===== src/rtl/regs_wr_arbiter_if.sv =====
// Requester-side bundle for the register-file write arbiter.
// The requester drives valid/addr/data, and the arbiter answers with a per-requester ready.
interface regs_wr_arbiter_if #(
  parameter int NREQ = 3,
  parameter int DW   = 8
);
  logic [NREQ-1:0]               req_valid;
  logic [NREQ-1:0][1:0]          req_addr;
  logic [NREQ-1:0][DW-1:0]       req_data;
  logic [NREQ-1:0]               req_ready;

  modport master (
    output req_valid,
    output req_addr,
    output req_data,
    input  req_ready
  );

  modport slave (
    input  req_valid,
    input  req_addr,
    input  req_data,
    output req_ready
  );
endinterface


===== src/rtl/regs_wr_arbiter.sv =====
// Round-robin arbiter for the register file's single write port, plus a one-entry write stage.
// The block also keeps a saturating counter of contended cycles for performance debug.
module regs_wr_arbiter #(
  parameter int NREQ = 3,
  parameter int DW   = 8,
  parameter int NREG = 4
) (
  input  logic                       clk,
  input  logic                       rst_n,
  input  logic                       wr_hold_i,
  regs_wr_arbiter_if.slave           req_if,
  output logic [NREG-1:0][DW-1:0]    regs_in_o,
  output logic [NREG-1:0]            write_en_o,
  output logic [NREG-1:0]            pending_o,
  output logic [7:0]                 conflict_cnt_o
);

  localparam int IW = (NREQ > 1) ? $clog2(NREQ) : 1;

  logic [IW-1:0]  last_q, last_d;
  logic           stgValid_q, stgValid_d;
  logic [1:0]     stgAddr_q, stgAddr_d;
  logic [DW-1:0]  stgData_q, stgData_d;
  logic [7:0]     conflictCnt_q, conflictCnt_d;

  logic           grantAny;
  logic [IW-1:0]  grantIdx;
  logic           transfer;
  logic           contended;

  // The search starts one past the last winner, so the previous winner has the lowest priority.
  always_comb begin
    int cand;
    grantAny = 1'b0;
    grantIdx = '0;
    for (int k = 1; k <= NREQ; k++) begin
      cand = (int'(last_q) + k) % NREQ;
      if (!grantAny && req_if.req_valid[cand]) begin
        grantAny = 1'b1;
        grantIdx = IW'(cand);
      end
    end
  end

  assign transfer = grantAny && !wr_hold_i && rst_n;

  always_comb begin
    req_if.req_ready = '0;
    if (transfer) begin
      req_if.req_ready = NREQ'(1) << grantIdx;
    end
  end

  assign contended = !wr_hold_i && ($countones(req_if.req_valid) >= 2);

  always_comb begin
    last_d        = last_q;
    stgValid_d    = 1'b0;
    stgAddr_d     = stgAddr_q;
    stgData_d     = stgData_q;
    conflictCnt_d = conflictCnt_q;
    if (transfer) begin
      last_d     = grantIdx;
      stgValid_d = 1'b1;
      stgAddr_d  = req_if.req_addr[grantIdx];
      stgData_d  = req_if.req_data[grantIdx];
    end
    if (contended && conflictCnt_q != 8'hFF) begin
      conflictCnt_d = conflictCnt_q + 8'd1;
    end
  end

  // Resetting last to NREQ-1 gives requester 0 first priority after reset.
  always_ff @(posedge clk or negedge rst_n) begin
    if (!rst_n) begin
      last_q        <= IW'(NREQ - 1);
      stgValid_q    <= 1'b0;
      stgAddr_q     <= '0;
      stgData_q     <= '0;
      conflictCnt_q <= '0;
    end else begin
      last_q        <= last_d;
      stgValid_q    <= stgValid_d;
      stgAddr_q     <= stgAddr_d;
      stgData_q     <= stgData_d;
      conflictCnt_q <= conflictCnt_d;
    end
  end

  always_comb begin
    write_en_o = '0;
    regs_in_o  = '0;
    if (stgValid_q) begin
      write_en_o = NREG'(1) << stgAddr_q;
      for (int k = 0; k < NREG; k++) begin
        regs_in_o[k] = stgData_q;
      end
    end
  end

  assign pending_o      = write_en_o;
  assign conflict_cnt_o = conflictCnt_q;

endmodule


===== src/flat_wrapper.sv =====
// flat-port wrapper written by rule: the top's interface ports become plain ports
module regs_wr_arbiter_flat 
#(
  parameter int NREQ = 3,
  parameter int DW   = 8,
  parameter int NREG = 4
)
  (clk, rst_n, wr_hold_i, regs_in_o, write_en_o, pending_o, conflict_cnt_o, req_if_req_valid, req_if_req_addr, req_if_req_data, req_if_req_ready);
  regs_wr_arbiter_if #(.NREQ(NREQ), .DW(DW)) req_if_i ();
  input  logic clk;
  input  logic rst_n;
  input  logic wr_hold_i;
  output logic [NREG-1:0][DW-1:0] regs_in_o;
  output logic [NREG-1:0] write_en_o;
  output logic [NREG-1:0] pending_o;
  output logic [7:0] conflict_cnt_o;
  input wire logic [$bits(req_if_i.req_valid)-1:0] req_if_req_valid;
  input wire logic [$bits(req_if_i.req_addr)-1:0] req_if_req_addr;
  input wire logic [$bits(req_if_i.req_data)-1:0] req_if_req_data;
  output wire logic [$bits(req_if_i.req_ready)-1:0] req_if_req_ready;
  assign req_if_i.req_valid = req_if_req_valid;
  assign req_if_i.req_addr = req_if_req_addr;
  assign req_if_i.req_data = req_if_req_data;
  assign req_if_req_ready = req_if_i.req_ready;
  regs_wr_arbiter #(.NREQ(NREQ), .DW(DW), .NREG(NREG)) u_core (.clk(clk), .rst_n(rst_n), .wr_hold_i(wr_hold_i), .req_if(req_if_i), .regs_in_o(regs_in_o), .write_en_o(write_en_o), .pending_o(pending_o), .conflict_cnt_o(conflict_cnt_o));
endmodule

===== config.mk =====
export PLATFORM = sky130hd
export DESIGN_NAME = regs_wr_arbiter_flat
export DESIGN_NICKNAME = d
export VERILOG_FILES = /design/src/rtl/regs_wr_arbiter_if.sv /design/src/rtl/regs_wr_arbiter.sv /design/src/flat_wrapper.sv
export SDC_FILE = /design/constraint.sdc
export NUM_CORES = 1
export LEC_CHECK = 0
export ABC_AREA = 1
export CAP_MARGIN = 30
export CORE_ASPECT_RATIO = 2
export CORE_MARGIN = 1
export CORE_UTILIZATION = 25
export DETAILED_ROUTE_END_ITERATION = 8
export PLACE_DENSITY = 0.56
export SETUP_SLACK_MARGIN = 0.5
export SKIP_LAST_GASP = 1
export SYNTH_ARGS = -nofsm -noshare
export SYNTH_HDL_FRONTEND = slang
export SYNTH_SLANG_ARGS = --single-unit

===== constraint.sdc =====
create_clock -name clk -period 6.2 [get_ports clk]
set_clock_uncertainty 0.15 [all_clocks]
set_input_delay 1.55 -clock clk [delete_from_list [all_inputs] [get_ports clk]]
set_output_delay 1.55 -clock clk [all_outputs]
set_load 0.1 [all_outputs]

==> results.ini <==
[critical_path]
cp-end-kind = primary output
slowest_delay_ps = 540
start_kind = input port
crit_chain = clkdlybuf4s50_1, inv_1, nand2_1, nand3_1, nand2_1, inv_1, nand3_1, nand3_4, nor2_4, inv_1, nor2_1, buf_12
slowest_stage = clkdlybuf4s50_1
cp_top_family = buffers and inverters
crit_arrival_ps = 3560
crit_required_ps = 4500
path_common_cell = inv_1
worstSetupPathType = in -> out
reg2reg_from = u_core.last_q[1]$_DFFE_PN1P_
critPathMaxFanout = 14
cp_num_buf_inv = 5
cp-startpoint = req_if_req_valid[1]

[grt]
grtUsageTotal_pct = 13.5
grt_pass1_wl_mm = 7.42
grt_pass1_vias = 1615
grt_overflow = 0
grt_max_degree = 22
grt_antenna_before_repair = 0

[worst_hold_path]
min_from = u_core.stgData_q[6]$_DFFE_PN0P_
hold_class = reg -> reg

[routing]
route.met3.wl_um = 158
initialDrtViolationCount = 23
postRouteAntennaNets = 0
vias_per_cell = 4.14
wire_per_inst_um = 11.6
wl_met2_mm = 2.76
num_vias = 1642
finalWirelength_mm = 4.60
post-route-drc-count = 0
top_layer = met4
wl_met1_mm = 1.54
first_pass_iters = 4

[yosys]
ys_warn_count = 0
synth_top_area_share_pct = 28.7
ys_types = 27
ys.flop_type = dfrtp_1
synth_cells = 249
ys_seq_area_share_pct = 30.2
async_reset_ff_share_pct = 100
synth_top_area_cell = dfrtp_1
syn-num-nets = 291
synth_area_leaders = dfrtp_1, buf_4, nand2_1
ys_seq_elements = 21
synth_area_sq_um = 1750
postSynthAreaPerCell_sq_um = 7.01
synth-edff-count = 0

[sta]
tns_ps = 0
setup_viol = 0
slew_headroom_pct = 34.4
fin_crit_ps = 5260
rsz0062_at_grt = false
worstMarginPinSlew_ps = 981
hold_viol = 0
drv_slew = 0
fin_crit_sh_pct = 84.9
fmax_mhz = 190

[outcome]
run_status = finished, final reports clean

[cts]
cts_tree = built
cts_buffers = 3
clk_pin_slew_ps = 60
clk_latency_ps = 250
htree_num_levels = 1
ctsResizeCount = 0
cts.sinks = 21
hold_buffers = 0
cts_setup_buffers = 0
clock_path_buffers = 2
root_buffer = clkbuf_16

[place]
dp_hpwl_mm = 3.90
port_buffers = 86
routabilityCongestion = 0.843

[layout]
areaGrowthSynthToFinish_pct = 48.3
nets = 352
drive_above_1_share_pct = 7.77
diodes = 0

[floorplan]
fp.coreArea_sq_um = 6670
row_count = 42
dieWidth_um = 61.1
num_io_pins = 87
dieHeight_um = 120
die-area_sq_um = 7340
start_util_pct = 26.2

[flow_run]
maxCapViolCount = 0

==> worst register-to-register path, stage by stage, from the launching register on <==
cell and delay (ps):
dfstp_2 540, inv_1 60, ha_1 240, inv_1 170
nand3_2 110, nand2_2 120, nand2_2 80, nor2_4 120
nand2_2 110, nand2_2 230, inv_1 160, nand2_1 100
nand3_1 90, nand3_1 90
==> layer usage <==
metal	up-vias	track usage (%)
met1	737	13.2
met3	8	0.647
li1	854	-
met2	43	26.0
met4	0	6.96
met5	-	0
==> per-stage QoR <==
step / instance area [sq um] / setup WS [ps] / cells / utilization [%] / hold WS (ps)
4_1_cts: 2590 / 916 / 397 / 38.8 / 350
5_1_grt: 2590 / 739 / 397 / 38.8 / 378
3_3_place_gp: 2510 / 970 / 393 / 37.6 / 333
3_5_place_dp: 2510 / 929 / 393 / 37.6 / 334
6_report: 2590 / 936 / 397 / 38.8 / 343
2_1_floorplan: 1750 / 883 / 249 / - / 316
==> final timing paths <==
| path | endpoint | slack, ps | cells after the start |
|---|---|---|---|
| max | req_if_req_ready[1] | 940 | 12 |
| min | u_core.stgData_q[6]$_DFFE_PN0P_ | 340 | 2 |
| max reg2reg | u_core.stgData_q[3]$_DFFE_PN0P_ | 3770 | 13 |
| min reg2reg | u_core.stgData_q[6]$_DFFE_PN0P_ | 340 | 2 |
| max in group asynchronous | u_core.last_q[1]$_DFFE_PN1P_ | 4040 | 2 |
| min in group asynchronous | u_core.stgData_q[7]$_DFFE_PN0P_ | 1590 | 2 |
==> cells in the final DEF, fill, tap and decap left out, types with 2 or more instances in the layout <==
master           count
a21oi_1             10
inv_1               47
o21ai_0              2
dfrtp_1             20
nor2_1              11
nor2_4               2
nand3_1             35
nand2_1             55
nand3_2              2
buf_4                2
nor3_1               4
clkdlybuf4s50_1     83
nand2_2              6
clkbuf_16            3
xor2_1               3
nand4_1              2
xnor2_1              4
ha_1                 6
buf_12               2
==> synthesized netlist by cell type, types with 3 or more instances <==
cell,number
xnor2_1,4
ha_1,6
nand3_1,35
buf_4,29
nor3_1,4
a21oi_1,10
nand2_2,6
inv_1,47
nor2_1,11
xor2_1,3
dfrtp_1,20
nand2_1,55
==> cells by family after synthesis <==
family,share of synthesized area (%)
AO/OA/AOI/OAI,3.73
adder cells (fa/ha/maj),4.30
AND/OR/NAND/NOR,34.3
flip-flops,30.2
buffers and inverters,24.0
XOR/XNOR,3.51
==> registers in the layout, indices dropped and copies added (netlist names) <==
register,cells
u_core.stgAddr_q,2
u_core.conflict_cnt_o,8
u_core.stgData_q,8
u_core.stgValid_q,1
u_core.last_q,2
==> cell type report <==
type | instances | area, sq um
timing repair buffer | 87 | 886
tap | 88 | 110
sequential | 21 | 527
inverter | 49 | 186
clock inverter | 1 | 5.00
clock buffer | 3 | 75.1
fill | 717 | 4090
multi-input combinational | 148 | 800
Power is not shown: default switching activity piles up to over one toggle a cycle in this logic, so the estimate is an artifact.
